File: config.mk
export PLATFORM = sky130hd
export DESIGN_NAME = sync_fifo_ctrl
export DESIGN_NICKNAME = d
export VERILOG_FILES = /design/src/rtl/sync_fifo_ctrl.sv
export SDC_FILE = /design/constraint.sdc
export NUM_CORES = 1
export LEC_CHECK = 0
export CAP_MARGIN = 20
export CORE_MARGIN = 5
export CORE_UTILIZATION = 35
export CTS_CLUSTER_DIAMETER = 50
export DETAILED_ROUTE_END_ITERATION = 10
export GPL_TIMING_DRIVEN = 0
export PLACE_DENSITY = 0.61
export SLEW_MARGIN = 20
export SYNTH_ARGS = -nofsm -noshare
export SYNTH_HDL_FRONTEND = slang
export SYNTH_SLANG_ARGS = --single-unit
File: constraint.sdc
create_clock -name clk -period 6.5 [get_ports clk]
set_input_delay 1.95 -clock clk [delete_from_list [all_inputs] [get_ports clk]]
set_output_delay 1.95 -clock clk [all_outputs]
set_load 0.005 [all_outputs]
File: src/rtl/sync_fifo_ctrl.sv
// Single-clock FIFO controller with occupancy count, programmable almost-full/almost-empty
// thresholds and sticky overflow/underflow flags. FWFT selects between a registered read port
// (one-cycle latency) and a first-word-fall-through head view.
module sync_fifo_ctrl #(
    parameter int unsigned DSIZE    = 8,
    parameter int unsigned ASIZE    = 4,
    parameter int unsigned FWFT     = 0,
    parameter int unsigned AF_LEVEL = 12,
    parameter int unsigned AE_LEVEL = 2
) (
    input  logic             clk,
    input  logic             rst,
    input  logic             wen,
    input  logic [DSIZE-1:0] wdata,
    input  logic             ren,
    input  logic             clr_err,
    output logic [DSIZE-1:0] rdata,
    output logic             rvalid,
    output logic             full,
    output logic             empty,
    output logic             almost_full,
    output logic             almost_empty,
    output logic [ASIZE:0]   level,
    output logic             overflow,
    output logic             underflow
);

    localparam int unsigned    DEPTH   = 1 << ASIZE;
    localparam logic [ASIZE:0] AfLevel = (ASIZE+1)'(AF_LEVEL);
    localparam logic [ASIZE:0] AeLevel = (ASIZE+1)'(AE_LEVEL);

    logic [DSIZE-1:0] mem [DEPTH];

    logic [ASIZE:0] wptr_q, wptr_d;
    logic [ASIZE:0] rptr_q, rptr_d;
    logic [ASIZE:0] level_q, level_d;
    logic           full_q, full_d;
    logic           empty_q, empty_d;
    logic           afull_q, afull_d;
    logic           aempty_q, aempty_d;
    logic           ovf_q, ovf_d;
    logic           udf_q, udf_d;

    logic             wr_acc;
    logic             rd_acc;
    logic [ASIZE-1:0] waddr;
    logic [ASIZE-1:0] raddr;

    // Accept decisions look only at the registered flags, so a same-cycle read never frees a
    // slot for a write and a same-cycle write never feeds a read.
    always_comb begin
        wr_acc = wen && !full_q;
        rd_acc = ren && !empty_q;
        waddr  = wptr_q[ASIZE-1:0];
        raddr  = rptr_q[ASIZE-1:0];
    end

    // Next-state for pointers, occupancy, status flags and sticky errors.
    always_comb begin
        wptr_d  = wptr_q;
        rptr_d  = rptr_q;
        level_d = level_q;
        if (wr_acc) begin
            wptr_d = wptr_q + 1'b1;
        end
        if (rd_acc) begin
            rptr_d = rptr_q + 1'b1;
        end
        unique case ({wr_acc, rd_acc})
            2'b10:   level_d = level_q + 1'b1;
            2'b01:   level_d = level_q - 1'b1;
            default: level_d = level_q;
        endcase

        // Wrap bit differs and addresses match: the writer is one full lap ahead.
        full_d   = (wptr_d[ASIZE] != rptr_d[ASIZE]) &&
                   (wptr_d[ASIZE-1:0] == rptr_d[ASIZE-1:0]);
        empty_d  = (wptr_d == rptr_d);
        afull_d  = (level_d >= AfLevel);
        aempty_d = (level_d <= AeLevel);

        // A new error in the clearing cycle wins over the clear.
        ovf_d = (ovf_q && !clr_err) || (wen && full_q);
        udf_d = (udf_q && !clr_err) || (ren && empty_q);
    end

    // Control and status registers.
    always_ff @(posedge clk) begin
        if (rst) begin
            wptr_q   <= '0;
            rptr_q   <= '0;
            level_q  <= '0;
            full_q   <= 1'b0;
            empty_q  <= 1'b1;
            afull_q  <= 1'b0;
            aempty_q <= 1'b1;
            ovf_q    <= 1'b0;
            udf_q    <= 1'b0;
        end else begin
            wptr_q   <= wptr_d;
            rptr_q   <= rptr_d;
            level_q  <= level_d;
            full_q   <= full_d;
            empty_q  <= empty_d;
            afull_q  <= afull_d;
            aempty_q <= aempty_d;
            ovf_q    <= ovf_d;
            udf_q    <= udf_d;
        end
    end

    // Storage array; not reset, but writes in the reset cycle are dropped.
    always_ff @(posedge clk) begin
        if (!rst && wr_acc) begin
            mem[waddr] <= wdata;
        end
    end

    if (FWFT == 0) begin : g_std
        logic [DSIZE-1:0] rdata_q;
        logic             rvalid_q;

        // Registered read port: data and a one-cycle valid pulse follow each accepted pop.
        always_ff @(posedge clk) begin
            if (rst) begin
                rdata_q  <= '0;
                rvalid_q <= 1'b0;
            end else begin
                rvalid_q <= rd_acc;
                if (rd_acc) begin
                    rdata_q <= mem[raddr];
                end
            end
        end

        assign rdata  = rdata_q;
        assign rvalid = rvalid_q;
    end else begin : g_fwft
        // Head entry is presented directly; driven to zero while empty so stale data never shows.
        assign rdata  = empty_q ? '0 : mem[raddr];
        assign rvalid = !empty_q;
    end

    assign full         = full_q;
    assign empty        = empty_q;
    assign almost_full  = afull_q;
    assign almost_empty = aempty_q;
    assign level        = level_q;
    assign overflow     = ovf_q;
    assign underflow    = udf_q;

endmodule

==> results.sh, run 1 <==
export IMPL_status="complete, no violations"
export IMPL_async_flop_share=0
export IMPL_maxCapViolations=0
export IMPL_powerDensity_nw_per_um2=302
export IMPL_slowest_stage="clkdlybuf4s50_1"
export IMPL_die_h_um=144
export IMPL_post_dp_hpwl_mm=8.38
export IMPL_yosys_top_cells_count="edfxtp_1 (128), nor2_1 (34), dfxtp_1 (30), mux4_2 (17), mux4_1 (15)"
export IMPL_setup_viol=0
export IMPL_fp_dieArea_um2=20900
export IMPL_ys_ff_latch=158
export IMPL_rsz0062_at_grt="no"
export IMPL_slowest_delay_ns=0.50
export IMPL_critPathMaxFanout=11
export IMPL_via_count=3302
export IMPL_num_io_pins=33
export IMPL_period_share=0.673
export IMPL_ir_drop_v=0.000198
export IMPL_start_util=0.354
export IMPL_grt_remaining_overflow=0
export IMPL_clk_latency_ns=0.42
export IMPL_crit_type="input pin to register"
export IMPL_power_leakage_nw=2.47
export IMPL_synth_warnings=0
export IMPL_gp_congestion=0.760
export IMPL_drtIter0Drc=297
export IMPL_wl_per_cell_um=19.6
export IMPL_grt_pass1_wl_mm=19.7
export IMPL_synthTopCellsByArea="edfxtp_1 (61%), dfxtp_1 (9.5%), mux4_1 (6.2%)"
export IMPL_core_um2=17900
export IMPL_grt_pass1_vias=3407
export IMPL_drcViolationCount=0
export IMPL_tritoncts="done"
export IMPL_tightestPinTransition_ns=0.811
export IMPL_final_antenna_net_count=0
export IMPL_layout_drive_gt1_share=0.170
export IMPL_critPathRequiredTime_ns=6.82
export IMPL_grt_max_degree=17
export IMPL_h_tree_depth=4
export IMPL_maxSlewViolCount=0
export IMPL_grt_usage=0.132
export IMPL_yosys_most_used_dff="edfxtp_1"
export IMPL_row_count=49
export IMPL_port_buffer_count=32
export IMPL_critPathArrivalTime_ns=4.70
export IMPL_cp_end_kind="register"
export IMPL_syn_cell_area_um2=6330
export IMPL_die_width_um=144
export IMPL_synth_edf_count=128
export IMPL_avgViaCountPerCell=5.06
export IMPL_syn_nets=381
export IMPL_synth_top_area_cell="edfxtp_1"
export IMPL_antenna_found_initial=0
export IMPL_max_slew_margin=0.457
export IMPL_power_total_mw=2.26
export IMPL_setup_tns_ns=0
export IMPL_seq_area_frac_synth=0.702
export IMPL_holdCritPathClass="register to register"
export IMPL_min_period_ns=4.38
export IMPL_ys_types=44
export IMPL_synth_most_common_cell="edfxtp_1"
export IMPL_clk_pin_slew_ns=0.06
export IMPL_fin_skew_ns=0.00870
export IMPL_ctsHoldBuffers=0
export IMPL_crit_path_cell_trace="clkdlybuf4s50_1 -> nor2b_1 -> buf_4 -> buf_4 -> ha_1 -> buf_2 -> xor2_1 -> ha_1 -> nor2_1 -> o21a_1 -> o211ai_1 -> mux2_2 -> a2111oi_2"
export IMPL_cts_setup_buffers=0
export IMPL_cts_root_buf="clkbuf_16"
export IMPL_final_hold_violation_count=0
export IMPL_post_cts_resized=0
export IMPL_drtPass1Iterations=4
export IMPL_syn_to_final_growth_pct=18.0
export IMPL_nets=432
export IMPL_max_freq_ghz=0.228
export IMPL_synthCells=360
export IMPL_ff2ff_setup_slack_ns=3.85
export IMPL_numCtsBuffers=17
export IMPL_clockBufferDepth=2
export IMPL_syn_area_per_cell_um2=17.6
export IMPL_drt_wl_total_mm=12.8
export IMPL_antennaDiodeCount=0
export IMPL_worstSetupStartpointType="input pin"
export IMPL_synth_top_area_frac=0.607
export IMPL_cts_sinks=158
placed cells by master (no fill, tap or decap), drive strengths merged:
cell,n
ha,8
mux4,32
xnor2,6
dfxtp,30
a221oi,8
xor2,11
inv,8
nand4,3
nor2b,5
clkinvlp,3
o211ai,1
buf,16
a21oi,3
nand3b,3
nor2,34
a22o,8
clkdlybuf4s50,32
nand3,2
a2111oi,1
mux2i,3
a22oi,2
a21o,1
clkbuf,25
nor4b,1
o21a,1
o21ai,2
clkinv,7
and2,2
or2,1
nor3,5
mux2,2
nand2,14
nand2b,3
edfxtp,128
o22ai,8
and2b,1
o31ai,3
o21bai,1
worst max-delay path: cells and delay by family:
kind                     cells  cell delay, ns
buffers and inverters        4            1.01
AO/OA/AOI/OAI                3            0.63
multiplexers                 1            0.39
adder cells (fa/ha/maj)      2            0.36
AND/OR/NAND/NOR              2            0.20
XOR/XNOR                     1            0.16
worst paths after layout:
check	startpoint	to	cells after the start
worst max-delay path	ren	almost_empty$_SDFF_PP1_	13
worst min-delay path	rdata[6]$_SDFFE_PP0N_	rdata[6]$_SDFFE_PP0N_	2
worst max register to register	empty$_SDFF_PP1_	almost_empty$_SDFF_PP1_	12
worst min register to register	rdata[6]$_SDFFE_PP0N_	rdata[6]$_SDFFE_PP0N_	2
report_power, final:
part	switching, mW	internal, mW	leakage, nW	total [mW]
logic	0.118	0.131	0.828	0.249
clock network	0.388	0.486	0.247	0.874
registers	0.0166	1.12	1.40	1.14
per-layer routing:
metal | global-route usage | vias to the layer above | share of wire
li1 | - | 1520 | -
met1 | 0.168 | 1680 | 0.41
met2 | 0.212 | 92 | 0.50
met3 | 0.0420 | 10 | 0.071
met4 | 0.0515 | 0 | 0.011
met5 | 0 | - | 0
through the flow:
stage          hold WS, ns  utilization  cells  instance area, um2  setup WS [ns]
2_1_floorplan        0.465            -    360                6330           2.39
3_3_place_gp         0.461        0.388    621                6940           1.66
3_5_place_dp         0.464        0.389    621                6960           1.65
4_1_cts              0.476        0.417    653                7470           2.09
5_1_grt              0.499        0.417    653                7470           1.92
6_report             0.474        0.417    653                7470           2.12
logic make-up (layout without fill, tap and decap cells):
family	Yosys count	after routing	share of synthesized area
AOI/OAI and AO/OA	39	39	0.0480
muxes	37	37	0.131
DFF	158	158	0.702
and+or+nand+nor	74	74	0.0542
adders and majority gates	8	8	0.0158
buffers and inverters	27	91	0.0255
xor gates and xnor gates	17	17	0.0235
flip-flops by register name, summed over array words and instances, names as in the netlist:
register	flops
overflow	1
rdata	8
empty	1
wptr_q	5
level	5
rptr_q	5
full	1
rvalid	1
almost_empty	1
underflow	1
mem	128
almost_full	1
layout make-up:
type                            count  area (um2)
Buffer                             20         135
Timing Repair Buffer               32         320
Clock buffer                       21         440
Clock inverter                     11        73.8
Sequential cell                   158        4440
Tap cell                          229         287
Multi-Input combinational cell    175        1750
Fill cell                        1617       10400
Inverter                            7        26.3
(Power assumes the default switching activity.)
==> run 2, diff against run 1 <==
--- a/config.mk
+++ b/config.mk
@@ -11,7 +11,7 @@
 export CTS_CLUSTER_DIAMETER = 50
 export DETAILED_ROUTE_END_ITERATION = 10
 export GPL_TIMING_DRIVEN = 0
-export PLACE_DENSITY = 0.61
+export PLACE_DENSITY = 0.63
 export SLEW_MARGIN = 20
 export SYNTH_ARGS = -nofsm -noshare
 export SYNTH_HDL_FRONTEND = slang
==> constraint.sdc (replaced) <==
create_clock -name clk -period 4 [get_ports clk]
set_input_delay 1.2 -clock clk [delete_from_list [all_inputs] [get_ports clk]]
set_output_delay 1.2 -clock clk [all_outputs]
set_load 0.005 [all_outputs]
==> results.sh, run 2 (same netlist as run 1, synthesis figures left out) <==
export IMPL_worstSetupStartpointType="input pin"
export IMPL_min_period_ns=3.67
export IMPL_ctsHoldBuffers=0
export IMPL_max_slew_margin=0.436
export IMPL_maxSlewViolCount=0
export IMPL_fp_dieArea_um2=20900
export IMPL_num_io_pins=33
export IMPL_cts_setup_buffers=0
export IMPL_regMostFlops="mem"
export IMPL_setup_viol=0
export IMPL_post_dp_hpwl_mm=8.47
export IMPL_setup_tns_ns=0
export IMPL_tightestPinTransition_ns=0.842
export IMPL_post_cts_resized=0
export IMPL_grt_pass1_wl_mm=19.6
export IMPL_drt_wl_total_mm=12.6
export IMPL_syn_to_final_growth_pct=19.0
export IMPL_crit_type="input pin to register"
export IMPL_row_count=49
export IMPL_largest_reg_flops=128
export IMPL_critPathMaxFanout=11
export IMPL_holdCritPathClass="register to register"
export IMPL_port_buffer_count=32
export IMPL_ir_drop_v=0.000424
export IMPL_antenna_found_initial=0
export IMPL_gp_congestion=0.800
export IMPL_cp_end_kind="register"
export IMPL_dp_slack_ns=-0.0963
export IMPL_grt_remaining_overflow=0
export IMPL_avgViaCountPerCell=4.92
export IMPL_power_leakage_nw=2.49
export IMPL_wl_per_cell_um=19.3
export IMPL_clk_pin_slew_ns=0.06
export IMPL_grt_pass1_vias=3387
export IMPL_status="complete, no violations"
export IMPL_maxCapViolations=0
export IMPL_layout_commonest_cell="edfxtp_1"
export IMPL_cts_sinks=158
export IMPL_via_count=3216
export IMPL_die_h_um=144
export IMPL_powerDensity_nw_per_um2=505
export IMPL_drtIter0Drc=276
export IMPL_clk_latency_ns=0.42
export IMPL_fin_skew_ns=0.00766
export IMPL_period_share=0.917
export IMPL_drcViolationCount=0
export IMPL_max_freq_ghz=0.273
export IMPL_critPathRequiredTime_ns=4.31
export IMPL_antennaDiodeCount=0
export IMPL_drtPass1Iterations=5
export IMPL_die_width_um=144
export IMPL_cts_root_buf="clkbuf_16"
export IMPL_core_um2=17900
export IMPL_start_util=0.354
export IMPL_final_cell_mix="edfxtp_1 (128), nor2_1 (34), clkdlybuf4s50_1 (32)"
export IMPL_finalWorstSetupSlack_ns=0.334
export IMPL_h_tree_depth=4
export IMPL_critPathArrivalTime_ns=3.98
export IMPL_final_antenna_net_count=0
export IMPL_rsz0062_at_grt="no"
export IMPL_tritoncts="done"
export IMPL_final_hold_violation_count=0
export IMPL_clockBufferDepth=2
export IMPL_grt_max_degree=17
export IMPL_numCtsBuffers=17
export IMPL_grt_usage=0.129
export IMPL_nets=432
export IMPL_layout_drive_gt1_share=0.175
export IMPL_utilization=0.421
run 2: routing by layer:
layer,vias to the layer above,share of wire,global-route usage
li1,1524,-,-
met1,1622,0.45,0.173
met2,61,0.50,0.208
met3,9,0.046,0.0351
met4,0,0.0097,0.0368
met5,-,0,0
run 2: path summary, 6_finish.rpt:
check,from,end,slack (ns),depth (start not counted)
worst max-delay path,ren,almost_empty$_SDFF_PP1_,0.33,13
worst max register to register,empty$_SDFF_PP1_,almost_empty$_SDFF_PP1_,1.33,12
worst min-delay path,rdata[3]$_SDFFE_PP0N_,rdata[3]$_SDFFE_PP0N_,0.48,2
worst min register to register,rdata[3]$_SDFFE_PP0N_,rdata[3]$_SDFFE_PP0N_,0.48,2
run 2: area by class of cell:
cell class,instances,area [um2]
clock buffers,18,429
inverters,7,26.3
plain buffers,20,135
repair buffers,32,320
clock inverters,14,144
well taps,229,287
flip-flops and latches,158,4440
multi-input cells,175,1750
fillers,1590,10400
run 2: worst max-delay path, stage by stage:
cell and delay [ns]:
clkdlybuf4s50_1 0.51, nor2b_1 0.15, buf_4 0.15, buf_4 0.18, ha_1 0.15, buf_2 0.17
xor2_1 0.16, ha_1 0.20, nor2_1 0.07, o21a_1 0.17, o211ai_1 0.19, mux2_2 0.39
a2111oi_2 0.27
run 2: where the power goes:
part	internal, mW	switching, mW
Clock	0.917	0.634
Sequential	1.82	0.0269
Combinational	0.213	0.190
Total	2.95	0.852
run 2: through the flow:
| stage | hold WS, ns | power (mW) | instances | cell area, um2 |
|---|---|---|---|---|
| 6_report | 0.476 | 3.80 | 653 | 7530 |
| 5_1_grt | 0.499 | 3.94 | 653 | 7530 |
| 4_1_cts | 0.477 | 3.83 | 653 | 7530 |
| 3_5_place_dp | 0.466 | 2.29 | 621 | 6960 |
| 3_3_place_gp | 0.467 | 2.28 | 621 | 6940 |
| 2_1_floorplan | 0.465 | 2.13 | 360 | 6330 |
